**src/rtl/wb_pkg.sv**
```systemverilog
// Shared types and constants for the writeback arbiter and its pending-result queue.
package wb_pkg;

    localparam int XLEN            = 32;
    localparam int REG_ADDR_W      = 5;
    localparam int DEFAULT_AGE_MAX = 4;

    typedef struct packed {
        logic [REG_ADDR_W-1:0] rd;
        logic [XLEN-1:0]       data;
    } wb_entry_t;

    typedef enum logic [1:0] {
        SEL_NONE = 2'd0,
        SEL_ALU  = 2'd1,
        SEL_FIFO = 2'd2
    } wb_sel_e;

endpackage

```
**src/rtl/wb_fifo.sv**
```systemverilog
// Strict FIFO of pending multi-cycle results; head is visible combinationally while non-empty.
module wb_fifo
    import wb_pkg::*;
#(
    parameter int DEPTH = 2
) (
    input  logic                   clk,
    input  logic                   rstn,
    input  logic                   push,
    input  wb_entry_t              push_entry,
    input  logic                   pop,
    output wb_entry_t              head,
    output logic [$clog2(DEPTH):0] count
);

    localparam int PTR_W = $clog2(DEPTH);
    localparam int CNT_W = PTR_W + 1;

    wb_entry_t        mem_r [DEPTH];
    logic [PTR_W-1:0] wr_ptr_r;
    logic [PTR_W-1:0] rd_ptr_r;
    logic [CNT_W-1:0] count_r;
    logic             push_ok_s;
    logic             pop_ok_s;

    // Guard against overflow/underflow even if a caller misbehaves.
    always_comb begin
        push_ok_s = push && (count_r < CNT_W'(DEPTH));
        pop_ok_s  = pop && (count_r != CNT_W'(0));
    end

    // Entry storage needs no reset: an entry is only read after it was written.
    always_ff @(posedge clk) begin
        if (push_ok_s) begin
            mem_r[wr_ptr_r] <= push_entry;
        end
    end

    // Pointers wrap naturally because DEPTH is a power of two.
    always_ff @(posedge clk) begin
        if (!rstn) begin
            wr_ptr_r <= PTR_W'(0);
            rd_ptr_r <= PTR_W'(0);
            count_r  <= CNT_W'(0);
        end else begin
            if (push_ok_s) begin
                wr_ptr_r <= wr_ptr_r + PTR_W'(1);
            end
            if (pop_ok_s) begin
                rd_ptr_r <= rd_ptr_r + PTR_W'(1);
            end
            case ({push_ok_s, pop_ok_s})
                2'b10:   count_r <= count_r + CNT_W'(1);
                2'b01:   count_r <= count_r - CNT_W'(1);
                default: count_r <= count_r;
            endcase
        end
    end

    assign head  = mem_r[rd_ptr_r];
    assign count = count_r;

endmodule

```
**src/rtl/wb_arbiter.sv**
```systemverilog
// Writeback port arbiter: the ALU has priority, multi-cycle results queue and win once aged out.
module wb_arbiter
    import wb_pkg::*;
#(
    parameter int DEPTH   = 2,
    parameter int AGE_MAX = DEFAULT_AGE_MAX
) (
    input  logic                   clk,
    input  logic                   rstn,
    input  logic                   alu_valid,
    input  logic [REG_ADDR_W-1:0]  alu_rd,
    input  logic [XLEN-1:0]        alu_data,
    output logic                   alu_stall,
    input  logic                   mc_valid,
    output logic                   mc_ready,
    input  logic [REG_ADDR_W-1:0]  mc_rd,
    input  logic [XLEN-1:0]        mc_data,
    output logic                   regwrite_wb,
    output logic [REG_ADDR_W-1:0]  rd_wb,
    output logic [XLEN-1:0]        write_data_register_wb,
    output logic [$clog2(DEPTH):0] pend_count
);

    localparam int CNT_W = $clog2(DEPTH) + 1;
    localparam int AGE_W = $clog2(AGE_MAX + 1);

    wb_entry_t        fifo_head_s;
    wb_entry_t        push_entry_s;
    logic [CNT_W-1:0] fifo_count_s;
    logic             push_s;
    logic             pop_s;
    logic             nonempty_s;
    logic             age_hit_s;
    logic             alu_wr_s;
    wb_sel_e          sel_s;
    logic [AGE_W-1:0] age_r;

    wb_fifo #(
        .DEPTH (DEPTH)
    ) u_fifo (
        .clk        (clk),
        .rstn       (rstn),
        .push       (push_s),
        .push_entry (push_entry_s),
        .pop        (pop_s),
        .head       (fifo_head_s),
        .count      (fifo_count_s)
    );

    // Acceptance uses registered occupancy only; x0 results are accepted and dropped.
    always_comb begin
        mc_ready          = (fifo_count_s < CNT_W'(DEPTH));
        push_s            = mc_valid && mc_ready && (mc_rd != REG_ADDR_W'(0));
        push_entry_s.rd   = mc_rd;
        push_entry_s.data = mc_data;
        nonempty_s        = (fifo_count_s != CNT_W'(0));
        age_hit_s         = nonempty_s && (age_r == AGE_W'(AGE_MAX));
        alu_wr_s          = alu_valid && (alu_rd != REG_ADDR_W'(0));
    end

    // Source selection: aged head, then ALU, then any queued head.
    always_comb begin
        sel_s     = SEL_NONE;
        alu_stall = 1'b0;
        if (age_hit_s) begin
            sel_s     = SEL_FIFO;
            alu_stall = alu_wr_s;
        end else if (alu_wr_s) begin
            sel_s = SEL_ALU;
        end else if (nonempty_s) begin
            sel_s = SEL_FIFO;
        end else begin
            sel_s = SEL_NONE;
        end
        pop_s = (sel_s == SEL_FIFO);
    end

    // Head age: counts cycles the head waits, saturating, cleared on pop or when empty.
    always_ff @(posedge clk) begin
        if (!rstn) begin
            age_r <= AGE_W'(0);
        end else if (pop_s || !nonempty_s) begin
            age_r <= AGE_W'(0);
        end else if (age_r != AGE_W'(AGE_MAX)) begin
            age_r <= age_r + AGE_W'(1);
        end else begin
            age_r <= age_r;
        end
    end

    // Registered writeback port; address/data hold when nothing is selected.
    always_ff @(posedge clk) begin
        if (!rstn) begin
            regwrite_wb            <= 1'b0;
            rd_wb                  <= REG_ADDR_W'(0);
            write_data_register_wb <= XLEN'(0);
        end else begin
            case (sel_s)
                SEL_ALU: begin
                    regwrite_wb            <= 1'b1;
                    rd_wb                  <= alu_rd;
                    write_data_register_wb <= alu_data;
                end
                SEL_FIFO: begin
                    regwrite_wb            <= 1'b1;
                    rd_wb                  <= fifo_head_s.rd;
                    write_data_register_wb <= fifo_head_s.data;
                end
                default: begin
                    regwrite_wb <= 1'b0;
                end
            endcase
        end
    end

    assign pend_count = fifo_count_s;

endmodule
```
**config.mk**
```make
export PLATFORM = sky130hd
export DESIGN_NAME = wb_arbiter
export DESIGN_NICKNAME = d
export VERILOG_FILES = /design/src/rtl/wb_pkg.sv /design/src/rtl/wb_fifo.sv /design/src/rtl/wb_arbiter.sv
export SDC_FILE = /design/constraint.sdc
export NUM_CORES = 1
export LEC_CHECK = 0
export BUFFER_PORTS_ARGS = -buffer_cell sky130_fd_sc_hd__clkbuf_2
export CAP_MARGIN = 5
export CORE_MARGIN = 5
export CORE_UTILIZATION = 50
export DETAILED_ROUTE_END_ITERATION = 6
export GPL_TIMING_DRIVEN = 0
export PLACE_DENSITY = 0.76
export RECOVER_POWER = 25
export SKIP_CTS_REPAIR_TIMING = 1
export SLEW_MARGIN = 10
export SYNTH_ARGS = -nofsm -noshare
export SYNTH_HDL_FRONTEND = slang
export SYNTH_SLANG_ARGS = --single-unit
export TNS_END_PERCENT = 1
```
**constraint.sdc**
```tcl
create_clock -name clk -period 4.3 [get_ports clk]
set_clock_uncertainty 0.2 [all_clocks]
set_input_delay 0 -clock clk [delete_from_list [all_inputs] [get_ports clk]]
set_output_delay 0 -clock clk [all_outputs]
set_load 0.02 [all_outputs]
```
==> metrics.log <==
[metrics] worst hold slack across all endpoints: 0.0345 ns
[metrics] startpoint type of the worst setup path: primary input
[metrics] via-per-instance ratio: 5.21
[metrics] First DRT Iteration DRCs: 118
[metrics] number of nets in the layout: 638
[metrics] leading cell types by total area after synthesis: edfxtp_1 47%, dfxtp_1 20%, mux2i_1 7.8%, a211oi_1 5.9%, a31o_2 5.7%
[metrics] P per Cell Area: 488 nW/um2
[metrics] initial antenna violation count: 0
[metrics] data arrival time of the critical path: 3.23 ns
[metrics] Routability Congestion: 0.760
[metrics] register bit count reported by yosys: 120
[metrics] DIE AREA: 11500 um2
[metrics] Placement Setup Slack: 1.48 ns
[metrics] CTS sink cnt: 120
[metrics] unrepaired setup endpoints after global routing: false
[metrics] worst hold start: mc_data[28]
[metrics] Mapped Cells: 341
[metrics] core utilization of the finished layout: 0.741
[metrics] reg-to-reg critical path endpoint: write_data_register_wb[7]
[metrics] Post-synth ARST share: 0
[metrics] number of library cell types mapped by synthesis: 32
[metrics] outcome: complete, no violations
[metrics] type of the tightest min-delay check: primary input to flop
[metrics] final setup slack of the worst path: 1.25 ns
[metrics] half-perimeter wire length of the detailed placement result: 7300 um
[metrics] maximum clock insertion buffer count: 2
[metrics] via count of the first global-routing pass: 3383
[metrics] MaxCap Viol Count: 0
[metrics] detailed-route DRC error count: 0
[metrics] Chip Width: 107 um
[metrics] sequential element share of the synthesized area: 0.666
[metrics] r2r setup slk: 1.38 ns
[metrics] highest ir drop seen on vdd: 257 uV
[metrics] gr usage total: 0.185
[metrics] leakage power total: 2.67 nW
[metrics] launch instance of the worst register-to-register path: age_r[0]
[metrics] detailed-route via count: 3636
[metrics] Setup crit start: alu_rd[1]
[metrics] Total Neg Setup Slack: 0 ns
[metrics] transition at the pin with the smallest max-transition slack: 0.747 ns
[metrics] antenna-violating nets left: 0
[metrics] number of pins exceeding their max-slew limit in the final report: 0
[metrics] period utilization: 0.708
[metrics] slew margin rel.: 0.497
[metrics] # rows: 35
[metrics] capturing instance or port of the critical path: write_data_register_wb[7]
[metrics] CTS tree: yes
[metrics] antenna cells: 0
[metrics] post-layout total power: 3.34 mW
[metrics] maximum fanout along the worst path: 10
[metrics] initial core utilization: 0.511
[metrics] overflow left after global routing: 0
[metrics] number of synthesized flops with an enable pin: 74
[metrics] Die H: 107 um
[metrics] number of port buffers: 118
[metrics] htree depth: 4
[metrics] Reg2Reg Depth: 10
[metrics] layout cells sized above 1: 0.323
[metrics] share of Yosys cell area claimed by the top area cell type: 0.471
[metrics] # setup viols final: 0
[metrics] total wire length: 11800 um
[metrics] first-pass GRT wire length: 16200 um
[metrics] Mapped Area: 4720 um2
[metrics] post-synthesis average cell area: 13.8 um2
[metrics] largest net degree at the start of global routing: 24
[metrics] hold violation count in the final report: 0
[metrics] CTS Root Buffer Type: clkbuf_8
[metrics] kind of critical path: primary input to flop
[metrics] final-layout fill cell count: 616
[metrics] post-synth top area cell: edfxtp_1
[metrics] number of placed I/O pins: 120
[metrics] net count of the mapped netlist: 423
[metrics] crit path time final: 3.05 ns
[metrics] total core area: 9240 um2
[metrics] achievable clock frequency: 328 MHz
[metrics] area overhead of the layout relative to synthesis: 44.9%
[metrics] number of warnings issued by yosys: 0
[metrics] endpoint class of the critical path: flop
[metrics] number of detailed-routing iterations run before antenna repair: 4
[metrics] wire length per cell: 16.9 um
[metrics] Worst EP required: 4.48 ns
[metrics] number of buffers created by CTS: 17
[metrics] Synth Flop Type: edfxtp_1
[metrics] clock latency reported for the late side of the worst-skew pair: 0.50 ns
[metrics] clock edge transition at the registers on the reported setup and hold paths: 0.06 ns
-- power breakdown --
| group | leakage (nW) | switching [mW] | internal (mW) |
|---|---|---|---|
| Clock | 0.280 | 0.551 | 0.792 |
| Combinational | 1.32 | 0.334 | 0.245 |
| Sequential | 1.07 | 0.0577 | 1.36 |
| Total | 2.67 | 0.943 | 2.40 |
-- Yosys cell counts (all sizes together) (2+ instances only) --
library cell and count:
edfxtp 74, inv 6, nand2 4, a21oi 2, a31o 37, ha 4, a211oi 37, xnor2 4
or3 3, buf 13, and2 3, o21ai 4, clkbuf 12, dfxtp 46, nor2 43, mux2i 37
-- layout by cell type (no fill, tap or decap), drive strengths merged, types with 2 or more instances in the layout --
cell type    Yosys  final
a211oi          37     37
a21oi            2      2
a31o            37     37
and2             3      3
buf             13     15
clkbuf          12    147
clkinv           0      4
dfxtp           46     46
dlygate4sd3      0     76
edfxtp          74     74
ha               4      4
inv              6     15
mux2i           37     37
nand2            4      4
nor2            43     43
o21ai            4      4
or3              3      3
xnor2            4      4
-- sequential cells by signal (all words and copies together), names as in the netlist, named ones only --
| name | flops |
|---|---|
| u_fifo.wr_ptr_r | 1 |
| regwrite_wb | 1 |
| u_fifo.mem_r | 74 |
| age_r | 3 |
| write_data_register_wb | 32 |
| u_fifo.rd_ptr_r | 1 |
| rd_wb | 5 |
| u_fifo.count | 2 |
-- routing by layer --
layer  share of wire  wire length [um]  GRT usage
met1            0.39              4560      0.205
met2            0.55              6530      0.338
met3           0.044               520     0.0476
met4           0.016               188     0.0676
met5               0                 0          0
-- through the flow --
| stage | instance area, um2 | instances |
|---|---|---|
| after detailed placement | 5530 | 590 |
| after floorplan | 4720 | 341 |
| after global placement | 5470 | 588 |
| final | 6840 | 698 |
| after global routing | 6840 | 698 |
| after CTS | 6100 | 622 |
-- cell families (layout without fill, tap and decap cells) --
logic type | Yosys count | count (layout) | share of synthesized area
buffers and inverters | 31 | 259 | 0.0411
adders and majority gates | 4 | 4 | 0.0106
and+or+nand+nor | 61 | 61 | 0.0564
DFF | 120 | 120 | 0.666
AOI/OAI and AO/OA | 84 | 84 | 0.140
muxes | 37 | 37 | 0.0784
xor gates and xnor gates | 4 | 4 | 0.00742
-- layout make-up --
type,instances,area [um2],area share
Sequential cell,120,3140,0.459
Multi-Input combinational cell,190,1400,0.205
Timing Repair Buffer,196,1370,0.201
Clock buffer,17,414,0.0605
Buffer,25,171,0.0250
Tap cell,129,161,0.0236
Clock inverter,15,159,0.0232
Inverter,6,22.5,0.00329
-- worst min-delay path by stage --
stage                                      to  slack [ns]  cells after the start
after global routing       u_fifo.mem_r[0][8]        0.02                      2
after global placement    u_fifo.mem_r[1][31]       -0.01                      1
final                     u_fifo.mem_r[1][28]        0.03                      2
after detailed placement   u_fifo.mem_r[1][1]      -0.008                      1
after floorplan            u_fifo.mem_r[0][0]       -0.10                      0
after CTS                  u_fifo.mem_r[1][1]       -0.53                      1
-- worst max-delay path: stages --
cell           delay (ns)
dlygate4sd3_1        0.55
clkbuf_2             0.13
or4_1                0.51
o21a_1               0.22
a21oi_1              0.14
ha_1                 0.24
buf_2                0.26
buf_2                0.29
a211oi_1             0.11
a31o_2               0.22
dlygate4sd3_1        0.56
Note: power is estimated with default switching activity, not from simulation.
